$ cat src/rtl/reset_seq_pkg.sv
// reset_seq_pkg: shared state encoding and counter sizing for reset_sequencer
package reset_seq_pkg;
  typedef enum logic [2:0] {HOLD, DELAY, WAIT_READY, DONE, ASSERT, FAULT} state_t;
  function automatic int cnt_w(input int a, input int b);
    return (a > b ? a : b) > 1 ? $clog2(a > b ? a : b) : 1;
  endfunction
endpackage

$ cat src/rtl/async_reset_synchronizer.sv
// async_reset_synchronizer: immediate assertion, two-flop synchronized release
module async_reset_synchronizer (
  input  logic clk,
  input  logic asyncrst_n,
  output logic rst_n
);
  logic [1:0] r_sync;
  always_ff @(posedge clk or negedge asyncrst_n)
    if (!asyncrst_n) r_sync <= '0;
    else r_sync <= {r_sync[0], 1'b1};
  assign rst_n = r_sync[1];
endmodule

$ cat src/rtl/reset_sequencer.sv
// reset_sequencer: ordered per-domain reset release with ready handshake, timeout fault and soft restart
module reset_sequencer
  import reset_seq_pkg::*;
#(
  parameter int NUM_STAGES     = 4,
  parameter int DELAY_CYCLES   = 16,
  parameter int TIMEOUT_CYCLES = 1024
) (
  input  logic                  clk,
  input  logic                  asyncrst_n,
  input  logic [NUM_STAGES-1:0] stage_ready,
  input  logic                  soft_rst_req,
  output logic [NUM_STAGES-1:0] rst_n_out,
  output logic                  all_released,
  output logic                  busy,
  output logic                  timeout_err
);
  localparam int CW = cnt_w(DELAY_CYCLES, TIMEOUT_CYCLES);
  localparam int IW = NUM_STAGES > 1 ? $clog2(NUM_STAGES) : 1;
  localparam logic [CW-1:0] DLY_LAST = CW'(DELAY_CYCLES - 1);
  localparam logic [CW-1:0] TO_LAST  = CW'(TIMEOUT_CYCLES - 1);
  localparam logic [IW-1:0] IDX_LAST = IW'(NUM_STAGES - 1);
  localparam logic [IW-1:0] IDX_REV  = IW'(NUM_STAGES - 2);
  if (NUM_STAGES < 1) begin : g_bad_stages
    $error("NUM_STAGES must be >= 1");
  end
  if (DELAY_CYCLES < 1) begin : g_bad_delay
    $error("DELAY_CYCLES must be >= 1");
  end
  if (TIMEOUT_CYCLES < 2) begin : g_bad_timeout
    $error("TIMEOUT_CYCLES must be >= 2");
  end
  logic                  w_rst_n;
  state_t                r_state;
  logic [CW-1:0]         r_cnt;
  logic [IW-1:0]         r_idx;
  logic [NUM_STAGES-1:0] r_rst;
  logic                  r_all;
  logic                  r_busy;
  logic                  r_err;
  async_reset_synchronizer u_sync (
    .clk       (clk),
    .asyncrst_n(asyncrst_n),
    .rst_n     (w_rst_n)
  );
  // Outputs are updated on the transition into each state so they stay purely registered.
  always_ff @(posedge clk or negedge w_rst_n)
    if (!w_rst_n) begin
      r_state <= HOLD;
      r_cnt   <= '0;
      r_idx   <= '0;
      r_rst   <= '0;
      r_all   <= 1'b0;
      r_busy  <= 1'b1;
      r_err   <= 1'b0;
    end else begin
      case (r_state)
        HOLD: begin
          r_cnt   <= '0;
          r_idx   <= '0;
          r_rst   <= '0;
          r_state <= soft_rst_req ? HOLD : DELAY;
        end
        DELAY:
          if (soft_rst_req) begin
            r_rst   <= '0;
            r_cnt   <= '0;
            r_state <= HOLD;
          end else if (r_cnt == DLY_LAST) begin
            r_rst[r_idx] <= 1'b1;
            r_cnt        <= '0;
            r_state      <= WAIT_READY;
          end else r_cnt <= r_cnt + CW'(1);
        WAIT_READY:
          if (soft_rst_req) begin
            r_rst   <= '0;
            r_cnt   <= '0;
            r_state <= HOLD;
          end else if (stage_ready[r_idx]) begin
            if (r_idx == IDX_LAST) begin
              r_all   <= 1'b1;
              r_busy  <= 1'b0;
              r_state <= DONE;
            end else begin
              r_idx   <= r_idx + IW'(1);
              r_cnt   <= '0;
              r_state <= DELAY;
            end
          end else if (r_cnt == TO_LAST) begin
            r_rst   <= '0;
            r_err   <= 1'b1;
            r_busy  <= 1'b0;
            r_state <= FAULT;
          end else r_cnt <= r_cnt + CW'(1);
        DONE:
          if (soft_rst_req) begin
            r_all  <= 1'b0;
            r_busy <= 1'b1;
            if (NUM_STAGES == 1) begin
              r_rst   <= '0;
              r_state <= HOLD;
            end else begin
              r_rst[NUM_STAGES-1] <= 1'b0;
              r_idx               <= IDX_REV;
              r_state             <= ASSERT;
            end
          end
        ASSERT: begin
          r_rst[r_idx] <= 1'b0;
          r_idx        <= r_idx - IW'(1);
          r_state      <= r_idx == '0 ? HOLD : ASSERT;
        end
        FAULT:
          if (soft_rst_req) begin
            r_err   <= 1'b0;
            r_busy  <= 1'b1;
            r_state <= HOLD;
          end
        default: r_state <= HOLD;
      endcase
    end
  assign rst_n_out    = r_rst;
  assign all_released = r_all;
  assign busy         = r_busy;
  assign timeout_err  = r_err;
endmodule

$ cat config.mk
export PLATFORM = sky130hd
export DESIGN_NAME = reset_sequencer
export DESIGN_NICKNAME = d
export VERILOG_FILES = /design/src/rtl/reset_seq_pkg.sv /design/src/rtl/async_reset_synchronizer.sv /design/src/rtl/reset_sequencer.sv
export SDC_FILE = /design/constraint.sdc
export NUM_CORES = 1
export LEC_CHECK = 0
export ABC_CLOCK_PERIOD_IN_PS = 800
export BUFFER_PORTS_ARGS = -buffer_cell sky130_fd_sc_hd__buf_4
export CAP_MARGIN = 30
export CORE_ASPECT_RATIO = 1.4
export CORE_MARGIN = 1.5
export CORE_UTILIZATION = 52
export CTS_CLUSTER_SIZE = 25
export DETAILED_ROUTE_END_ITERATION = 12
export PLACE_DENSITY = 0.76
export SLEW_MARGIN = 20
export SYNTH_ARGS = -nofsm -noshare
export SYNTH_HDL_FRONTEND = slang
export SYNTH_SLANG_ARGS = --single-unit
$ cat constraint.sdc
create_clock -name clk -period 0.8 [get_ports clk]
set_input_delay 0.12 -clock clk [delete_from_list [all_inputs] [get_ports clk]]
set_output_delay 0.12 -clock clk [all_outputs]
set_load 0.01 [all_outputs]
# After elaboration in Yosys (flattened, before gate mapping)
# Index checks and enable logic that the tools add are counted.
# op_classes
add_sub_neg,3
order_cmp,2
eq_ne,25
muxes,49
n_bitwise,3
n_reduce_logical,19
# ops
operator,count
two-way mux 10 bit,6
one-hot mux 10 bit (3 select lines),1
AND reduction 5 bit,5
two-way mux 3 bit,8
two-way mux 4 bit,5
one-hot mux 3 bit (6 select lines),1
"!= test 2 bit, second input constant",8
two-way mux 1 bit,15
"!= test 3 bit, second input constant",5
"!= test 4 bit, second input constant",3
one-hot mux 3 bit (4 select lines),1
"adder 10 x 1 -> 10 bit, second input constant",1
"equality test 10 bit, second input constant",1
"equality test 10 x 4 -> 1 bit, second input constant",1
two-way mux 2 bit,5
one-hot mux 2 bit (4 select lines),1
AND reduction 4 bit,2
nonzero test 4 bit,2
"equality test 3 x 2 -> 1 bit, second input constant",2
"equality test 3 bit, second input constant",2
one-hot mux 1 bit (2 select lines),3
nonzero test 2 bit,3
one-hot mux 1 bit (5 select lines),1
nonzero test 5 bit,1
other kinds (18),18
# totals
ff_bits,24
output_inout_bits,7

# Logic depth before layout (Yosys ltp)
# Gate-level depths: netlist (run 1).
# logic_depth
ltp_word,8
mapped_depth,7
depth_no_buf,6

# Cells and area by module
# Synthesis (run 1) repeated with hierarchy kept, for this count alone.
# unflattened
cells_unflattened,167
area_unflattened_um2,1451.4
# by_module_without_submodules
mod,instances,cells_per_inst,area_per_inst_um2,seq_area_each_um2
reset_sequencer,1,164,1397.6,551.8
async_reset_synchronizer,1,3,53.8,50.0

# Least setup slack after synthesis (run 1)
# Ideal clock, no wire load.
# synth_timing
path_kind,register to register
startpoint,register r_idx[0]
endpoint,"register r_busy, in the netlist busy"
arrival_ns,2.010
setup_slack_ns,-1.288
stages_incl_launch_ff,7
period_less_slack_ns,2.088
path_cell_list,dfrtp_1 > buf_6 > mux4_2 > or4_1 > a211o_1 > a21oi_1 > nor2_1
# synth_between
elab_chain_cells,5
elab_cells_between_ends,9
classes_between,eq/ne: 3; mux: 5; reduce/logical: 1
# synth_rtl
item,line,text
"start, declared",reset_sequencer.sv:36,logic [IW-1:0] r_idx;
"start signal, assigned",reset_sequencer.sv:85,r_idx <= r_idx + IW'(1);
"start signal, assigned",reset_sequencer.sv:110,r_idx <= r_idx - IW'(1);
binary-select mux 1 bit (select 2 bit),reset_sequencer.sv:79,end else if (stage_ready[r_idx]) begin
two-way mux 1 bit (not written as such),reset_sequencer.sv:79,
two-way mux 1 bit,reset_sequencer.sv:79,
two-way mux 1 bit,reset_sequencer.sv:75,if (soft_rst_req) begin
one-hot mux 1 bit (2 select lines),reset_sequencer.sv:57,case (r_state)
"end signal, assigned",reset_sequencer.sv:54,r_busy <= 1'b1;
"end signal, assigned",reset_sequencer.sv:82,r_busy <= 1'b0;
"end signal, assigned",reset_sequencer.sv:92,r_busy <= 1'b0;
"end, declared",reset_sequencer.sv:39,logic r_busy;
# Several ways; a longest one is shown, not always the timed one. The select of a mux whose other input is x is not followed.
# A chain may end at the register's enable or synchronous reset.

# Worst setup path after layout (run 1)
# layout_timing
startpoint,register r_idx[0]
endpoint,register r_cnt[2]
# layout_between
elab_chain_cells,5
elab_cells_between_ends,9
classes_between,eq/ne: 3; mux: 5; reduce/logical: 1
# layout_rtl
item,line,text
binary-select mux 1 bit (select 2 bit),reset_sequencer.sv:79,
two-way mux 1 bit (not written as such),reset_sequencer.sv:79,
two-way mux 10 bit,reset_sequencer.sv:79,
two-way mux 10 bit,reset_sequencer.sv:75,
one-hot mux 10 bit (3 select lines),reset_sequencer.sv:57,
"end signal, assigned",reset_sequencer.sv:73,end else r_cnt <= r_cnt + CW'(1);
"end signal, assigned",reset_sequencer.sv:94,end else r_cnt <= r_cnt + CW'(1);
"end, declared",reset_sequencer.sv:35,logic [CW-1:0] r_cnt;
# Several ways; a longest one is shown, not always the timed one. The select of a mux whose other input is x is not followed.

==> results of run 1 <==
==> power by group <==
part	total [mW]	internal, mW	switching, mW
clock	0.934	0.506	0.428
combinational	4.22	2.01	2.21
sequential	1.63	1.43	0.200
==> registers in the layout, summed over array words and instances (netlist names) <==
| register | count |
|---|---|
| busy | 1 |
| r_cnt | 10 |
| rst_n_out | 4 |
| r_idx | 2 |
| all_released | 1 |
| r_state | 3 |
| timeout_err | 1 |
| u_sync.r_sync | 2 |
==> cell usage after synthesis, types with 3 or more instances <==
master | n | area [µm²]
o22ai_1 | 4 | 25.0
nand2b_1 | 4 | 25.0
nor2b_1 | 4 | 25.0
a31oi_1 | 11 | 68.8
a22o_1 | 7 | 61.3
clkbuf_1 | 7 | 26.3
dfrtp_1 | 23 | 576
inv_1 | 9 | 33.8
o21ai_0 | 8 | 40.0
nor2_1 | 18 | 67.6
a21o_1 | 5 | 37.5
a21oi_1 | 10 | 50.1
nand2_1 | 13 | 48.8
nand3_1 | 5 | 25.0
nor3_1 | 3 | 15.0
==> area by class of cell <==
cell class,instances,area (µm²),area share
Timing Repair Buffer,88,773,0.307
Tap cell,36,45.0,0.0179
Antenna cell,1,2.50,0.000995
Clock buffer,3,22.5,0.00896
Sequential cell,24,602,0.239
Clock inverter,1,30.0,0.0119
Inverter,9,33.8,0.0134
Multi-Input combinational cell,126,1010,0.400
==> cells by family after synthesis <==
family,count (synthesis),share of synthesized area
simple gates,60,0.207
buf+inv,19,0.0556
mux,1,0.0154
fa+ha+maj,1,0.00855
flops,24,0.411
other cells,1,0.00256
compound gates,63,0.299
==> per-stage QoR <==
step                      total power, mW  setup slack [ns]   util
after global routing                 7.01             -1.52  0.952
after floorplan                      3.02             -1.17      -
final                                6.78             -1.36  0.952
after global placement               3.86             -1.13  0.759
after detailed placement             4.03             -1.28  0.759
after CTS                            5.32             -1.20  0.843
==> metal layers <==
| layer | track usage | routed length, µm | part of all wire | vias to the layer above |
|---|---|---|---|---|
| met5 | 0 | 0 | 0 | - |
| met3 | 0.0687 | 897 | 0.12 | 88 |
| met4 | 0.223 | 725 | 0.094 | 0 |
| met2 | 0.598 | 3530 | 0.46 | 228 |
| met1 | 0.371 | 2530 | 0.33 | 933 |
| li1 | - | - | - | 797 |
==> repair_timing <==
action	CTS	global route
resized for setup	21	36
pin swaps	9	23
endpoints found under the setup margin	29	29
hold buffers	1	0
gates cloned	0	2
setup buffers	11	10
hold endpoints to repair	2	0
==> final timing paths <==
check,startpoint,end,cells after the start
max reg2reg,r_idx[0],r_cnt[2],8
min,asyncrst_n,u_sync.r_sync[1],2
max,r_idx[0],r_cnt[2],8
max in group asynchronous,u_sync.r_sync[1],busy,1
min in group clk,soft_rst_req,timeout_err,3
min reg2reg,u_sync.r_sync[1],r_idx[1],1
==> worst register-to-register path, stage by stage (launching register included) <==
cell	delay, ns
dfrtp_1	0.42
mux4_2	0.61
buf_6	0.17
nor2_4	0.10
a221o_1	0.27
buf_6	0.16
buf_6	0.10
a21oi_2	0.04
o22ai_1	0.22
==> results.ini, run 1 <==
[global_route]
grt_usage=0.353
grt-ovfl-total=0
antenna_found_initial=1
grt_pass1_wl_mm=7.96
grt_max_degree=23
grt_pass1_vias=1824

[place]
place_congestion=0.900
hpwl_mm=3.31
placedInstanceArea_mm2=0.00201
dp.cells=261
portBuffers=13

[clock_network]
insertion_delay_ns=0.33
cts-htree-levels=1
cts.path.max_buffers=2
cts_buffers=3
clock-sinks=24
clk_pin_slew_worst_paths_ns=0.16
cts-root-buf=clkbuf_4
cts_tree=yes

[die]
rows=22
core_mm2=0.00264
chipHeight_um=65.8
start_util=0.554
die_area_mm2=0.00314
ioPinCount=14
die_w_um=47.8

[logic_synthesis]
netlist_area_mm2=0.00146
synth-edff-count=0
synth.distinct_cells=47
syn_area_per_cell_um2=8.65
synth_warnings=0
synth-seq-cells=24
syn_nets=177
ys.flop_type=dfrtp_1
synth-seq-area-share=0.411
async_flop_share=1.00
synthCells=169

[setup_path]
setup.worst_path.end_class=flip-flop
critPathLaunchType=flip-flop
cp_top_family=multiplexers
required_ns=1.05
rrSetupSlack_ns=-1.36
cpPeakStageDelay_ns=0.61
worst-path-buf-inv=3
arrival_ns=2.41
cp_max_fo=5
cp_common_cell=buf_6
crit_type=reg2reg
slowest_stage=mux4_2
worstPathCellList=mux4_2 > buf_6 > nor2_4 > a221o_1 > buf_6 > buf_6 > a21oi_2 > o22ai_1

[timing]
rsz0062_at_grt=yes
drv_slew=0
whs_ns=0.0898
fmax_mhz=462
setup_slack_ns=-1.36
fin_tns_setup_ns=-28.67
hold_viol_final=0
setup_viol=29
clock_skew_ns=0.0135
finalCritPeriodShare=2.70
period_minus_slack_ns=2.16

[route]
vias=2046
first_pass_iters=9
via_per_inst=7.10
dr.first_iter.drc_count=273
ant_nets=0
drc=0
routed_wl_mm=7.68
wl_per_cell_um=26.7

[layout]
syn_to_final_growth_pct=71.9
layout_commonest_cell=buf_4
final_cell_mix=66 x buf_4, 23 x dfrtp_1, 18 x buf_6
final_nets=260
fin_area_mm2=0.00251
layout-drive-gt1-share=0.498
final_cells=288
num-fill-cells=72

[power]
ir_drop_v=0.00229
p_leak_nw=1.15
cellPowerDensity_mw_per_mm2=2700

[flow_run]
max-cap-violations=0

[outcome]
violations=setup timing
status=complete, but fails checks

[worst_hold_path]
hp-class=in2async

Power figures use the tool's default switching activity.
==> run 2, diff against run 1 <==
--- a/config.mk
+++ b/config.mk
@@ -8,12 +8,14 @@
 export ABC_CLOCK_PERIOD_IN_PS = 800
 export BUFFER_PORTS_ARGS = -buffer_cell sky130_fd_sc_hd__buf_4
 export CAP_MARGIN = 30
+export CELL_PAD_IN_SITES_DETAIL_PLACEMENT = 0
+export CELL_PAD_IN_SITES_GLOBAL_PLACEMENT = 1
 export CORE_ASPECT_RATIO = 1.4
 export CORE_MARGIN = 1.5
-export CORE_UTILIZATION = 52
+export CORE_UTILIZATION = 40
 export CTS_CLUSTER_SIZE = 25
 export DETAILED_ROUTE_END_ITERATION = 12
-export PLACE_DENSITY = 0.76
+export PLACE_DENSITY = 0.77
 export SLEW_MARGIN = 20
 export SYNTH_ARGS = -nofsm -noshare
 export SYNTH_HDL_FRONTEND = slang
==> results.ini, run 2 (same netlist as run 1, synthesis figures left out) <==
[outcome]
status=complete, but fails checks
violations=setup timing

[power]
combPwrFrac=0.529
p_leak_nw=1.07
swShare=0.354
p_clk_frac=0.193
seqPwrFrac=0.278
netSwitchingPower_mw=2.01
cellPowerDensity_mw_per_mm2=2470
ir_drop_v=0.00155
p_int_mw=3.66

[setup_path]
crit_type=reg2reg
r2r_end=busy
r2r_cells=5
cpPeakStageDelay_ns=0.60
required_ns=1.01
arrival_ns=2.19
worstPathCellList=mux4_2 > or4_4 > a211o_1 > a21oi_1 > nor2_1
cp_max_fo=5
r2r-start=r_idx[0]
slowest_stage=mux4_2
setup.worst_path.end_class=flip-flop
rrSetupSlack_ns=-1.18
critPathLaunchType=flip-flop

[flow_run]
max-cap-violations=0

[timing]
finalCritPeriodShare=2.48
setup_slack_ns=-1.18
rsz0062_at_grt=yes
setup_viol=29
clock_skew_ns=0.00731
drv_slew=0
whs_ns=0.154
period_minus_slack_ns=1.98
hold_viol_final=0
fmax_mhz=505

[route]
via_per_inst=5.79
routed_wl_mm=4.40
first_pass_iters=5
drc=0
dr.first_iter.drc_count=53
ant_nets=0
wl_per_cell_um=15.8
vias=1616

[place]
portBuffers=13
placedInstanceArea_mm2=0.00203
dp.cells=267
place_congestion=0.823
hpwl_mm=3.16

[die]
die_w_um=54.1
chipHeight_um=74.6
die_area_mm2=0.00403
start_util=0.425
rows=25
ioPinCount=14
core_mm2=0.00344

[global_route]
antenna_found_initial=0
grt-ovfl-total=0
grt_max_degree=23
grt_pass1_vias=1646
grt_usage=0.244
grt_pass1_wl_mm=7.32

[layout]
layout_commonest_cell=buf_4
layout-drive-gt1-share=0.418
syn_to_final_growth_pct=56.7
largest_reg_flops=10
final_cells=279
num_antenna_cells=0
final_nets=248
fin_area_mm2=0.00229
register_area_um2=602
multi_input_area_um2=900
num-fill-cells=292
final_cell_mix=63 x buf_4, 23 x dfrtp_1, 16 x nor2_1
top_register=r_cnt

[clock_network]
cts.path.max_buffers=2
cts-root-buf=clkbuf_8
clk_pin_slew_worst_paths_ns=0.10
cts_buffers=3
cts-htree-levels=1
insertion_delay_ns=0.27
cts_tree=yes
clock-sinks=24

[worst_hold_path]
hp-class=in2async

## run 2: per-layer routing
metal / global-route usage / wire (µm) / up-vias
li1: - / - / 772
met1: 0.267 / 1660 / 804
met2: 0.472 / 2560 / 36
met3: 0.0161 / 122 / 4
met4: 0.0889 / 59 / 0
met5: 0 / 0 / -
## run 2: worst max path at each step
stage | slack (ns) | from | end | cells after the start
2_1_floorplan | -1.17 | r_idx[0] | busy | 6
3_3_place_gp | -1.16 | r_idx[0] | rst_n_out[2] | 5
3_5_place_dp | -1.25 | r_idx[0] | rst_n_out[0] | 5
4_1_cts | -1.16 | r_idx[0] | busy | 5
5_1_grt | -1.22 | r_idx[0] | busy | 5
6_report | -1.18 | r_idx[0] | busy | 5
## run 2: final cells by class
type | instances | share of cell area
clock buffers | 3 | 0.0180
clock inverters | 1 | 0.0131
inverters | 9 | 0.0147
multi-input cells | 126 | 0.392
flip-flops and latches | 24 | 0.263
well taps | 40 | 0.0218
repair buffers | 76 | 0.277
## run 2: worst max-delay path, delay by kind of cell (launching register included)
kind            cells  cell delay [ns]
simple gates        2             0.49
mux                 1             0.60
flops               1             0.40
compound gates      2             0.42
## run 2: per-stage QoR
| stage | power (mW) | worst slack [ns] | TNS (ns) | util |
|---|---|---|---|---|
| 5_1_grt | 6.00 | -1.22 | -25.84 | 0.666 |
| 2_1_floorplan | 3.02 | -1.17 | -22.07 | - |
| 4_1_cts | 5.52 | -1.16 | -24.06 | 0.650 |
| 3_3_place_gp | 3.99 | -1.16 | -22.00 | 0.589 |
| 6_report | 5.67 | -1.18 | -24.51 | 0.666 |
| 3_5_place_dp | 4.07 | -1.25 | -22.87 | 0.589 |
## run 2: repair_timing
action | in CTS | in global routing
pin swaps | 7 | 7
cloned | 0 | 0
hold buffers | 1 | 0
setup endpoints to repair | 29 | 29
setup buffers | 6 | 1
hold endpoints to repair | 2 | 0
resized for setup | 18 | 9
## run 2: power by group through the flow
stage	sequential (mW)	clock [mW]	combinational, mW
after floorplan	1.64	0	1.39
after global placement	1.57	0	2.42
after detailed placement	1.59	0	2.48
after CTS	1.57	1.12	2.83
after global routing	1.60	1.17	3.22
final	1.57	1.10	3.00
==> run 3, diff against run 2 <==
--- a/config.mk
+++ b/config.mk
@@ -12,10 +12,11 @@
 export CELL_PAD_IN_SITES_GLOBAL_PLACEMENT = 1
 export CORE_ASPECT_RATIO = 1.4
 export CORE_MARGIN = 1.5
-export CORE_UTILIZATION = 40
+export CORE_UTILIZATION = 42
+export CTS_BUF_LIST = sky130_fd_sc_hd__clkbuf_8
 export CTS_CLUSTER_SIZE = 25
 export DETAILED_ROUTE_END_ITERATION = 12
-export PLACE_DENSITY = 0.77
+export PLACE_DENSITY = 0.8
 export SLEW_MARGIN = 20
 export SYNTH_ARGS = -nofsm -noshare
 export SYNTH_HDL_FRONTEND = slang
==> results.ini, run 3 (same netlist as run 1, synthesis figures left out) <==
[layout]
postLayoutCoreUtil=0.690
final_nets=253
num-fill-cells=267
layout_commonest_cell=buf_4
final_cell_mix=69 x buf_4, 23 x dfrtp_1, 16 x nor2_1
layout-drive-gt1-share=0.439
largest_reg_flops=10
syn_to_final_growth_pct=57.8
top_register=r_cnt
num_antenna_cells=0
register_area_um2=602
fin_area_mm2=0.00231
multi_input_area_um2=907

[timing]
hold_viol_final=0
setup_viol=29
finalCritPeriodShare=2.45
fmax_mhz=510
clock_skew_ns=0.00436
rsz0062_at_grt=yes
setup_slack_ns=-1.16
fin_tns_setup_ns=-24.32
drv_slew=0
period_minus_slack_ns=1.96

[outcome]
violations=setup timing
status=complete, but fails checks

[route]
top_layer=met4
via_per_inst=5.55
wl_per_cell_um=15.2
wl_met1_mm=1.71
routed_wl_mm=4.31
met2_length_mm=2.35
wl_met3_um=116
vias=1577
drc=0
first_pass_iters=4
dr.first_iter.drc_count=47
ant_nets=0

[place]
pre_cts_ws_ns=-1.21
placedInstanceArea_mm2=0.00202
portBuffers=13
hpwl_mm=3.09
place_congestion=0.888

[clock_network]
cts_buffers=3
cts-root-buf=clkbuf_8
clock-sinks=24
cts_tree=yes
cts.path.max_buffers=2
insertion_delay_ns=0.27
clk_pin_slew_worst_paths_ns=0.08
cts-htree-levels=1

[setup_path]
arrival_ns=2.15
setup.worst_path.end_class=flip-flop
r2r_end=rst_n_out[1]
rrSetupSlack_ns=-1.16
r2r-start=r_idx[0]
critPathLaunchType=flip-flop
crit_type=reg2reg
r2r_cells=6
cp_max_fo=6
required_ns=0.99

[global_route]
grt-ovfl-total=0
grt_pass1_wl_mm=7.25
antenna_found_initial=0
grt_max_degree=23
grt_usage=0.251
grt_pass1_vias=1598

[power]
p_int_mw=3.40
p_total_mw=5.34
seqPwrFrac=0.295
ir_drop_v=0.00186
cellPowerDensity_mw_per_mm2=2310
netSwitchingPower_mw=1.94
swShare=0.363
p_clk_frac=0.155
combPwrFrac=0.550
p_leak_nw=1.08

[die]
core_mm2=0.00335
rows=25
die_area_mm2=0.00385
start_util=0.437
chipHeight_um=72.8
ioPinCount=14
die_w_um=52.9

[worst_hold_path]
hp-class=in2async

[flow_run]
max-cap-violations=0

==> run 3: worst max-delay path by stage <==
stage / startpoint / endpoint / slack, ns / cells past startpoint
after global routing: r_idx[0] / rst_n_out[0] / -1.26 / 6
after CTS: r_idx[0] / busy / -1.16 / 5
after global placement: r_idx[0] / busy / -1.12 / 5
after detailed placement: r_idx[0] / rst_n_out[1] / -1.21 / 5
final: r_idx[0] / rst_n_out[1] / -1.16 / 6
after floorplan: r_idx[0] / busy / -1.17 / 6
==> run 3: what timing repair did <==
action,CTS,global route
pin swaps,8,8
buffers inserted,10,2
resized for setup,16,14
hold buffers,1,0
setup endpoints to repair,29,29
endpoints found under the hold margin,2,0
==> run 3: per-stage QoR <==
stage	hold WS [ns]	cells
CTS	0.151	283
global route	0.153	284
global placement	-0.0975	268
floorplan	-0.176	169
detailed placement	-0.0973	268
finish	0.161	284
==> run 3: worst max-delay path, cell delays in order, from the launching register on <==
cell and delay, ns:
dfrtp_1 0.38, mux4_2 0.61, buf_6 0.16, o41ai_4 0.20
o311a_4 0.28, a31oi_1 0.08, a31oi_1 0.16
==> run 3: area by class of cell <==
| type | count | area share |
|---|---|---|
| timing repair buffer | 81 | 0.286 |
| clock buffer | 4 | 0.0238 |
| sequential | 24 | 0.261 |
| tap | 40 | 0.0217 |
| inverter | 9 | 0.0146 |
| multi-input combinational | 126 | 0.393 |
==> run 3: per-layer routing <==
| metal | vias up | track usage |
|---|---|---|
| li1 | 777 | - |
| met1 | 756 | 0.288 |
| met2 | 33 | 0.444 |
| met3 | 11 | 0.0307 |
| met4 | 0 | 0.125 |
| met5 | - | 0 |
==> run 3: power by group through the flow <==
stage                     Combinational (mW)  Clock, mW  Sequential (mW)
after floorplan                         1.39          0             1.64
after global placement                  2.35          0             1.57
after detailed placement                2.42          0             1.59
after CTS                               2.72      0.865             1.57
after global routing                    3.22      0.923             1.61
final                                   2.94      0.828             1.57
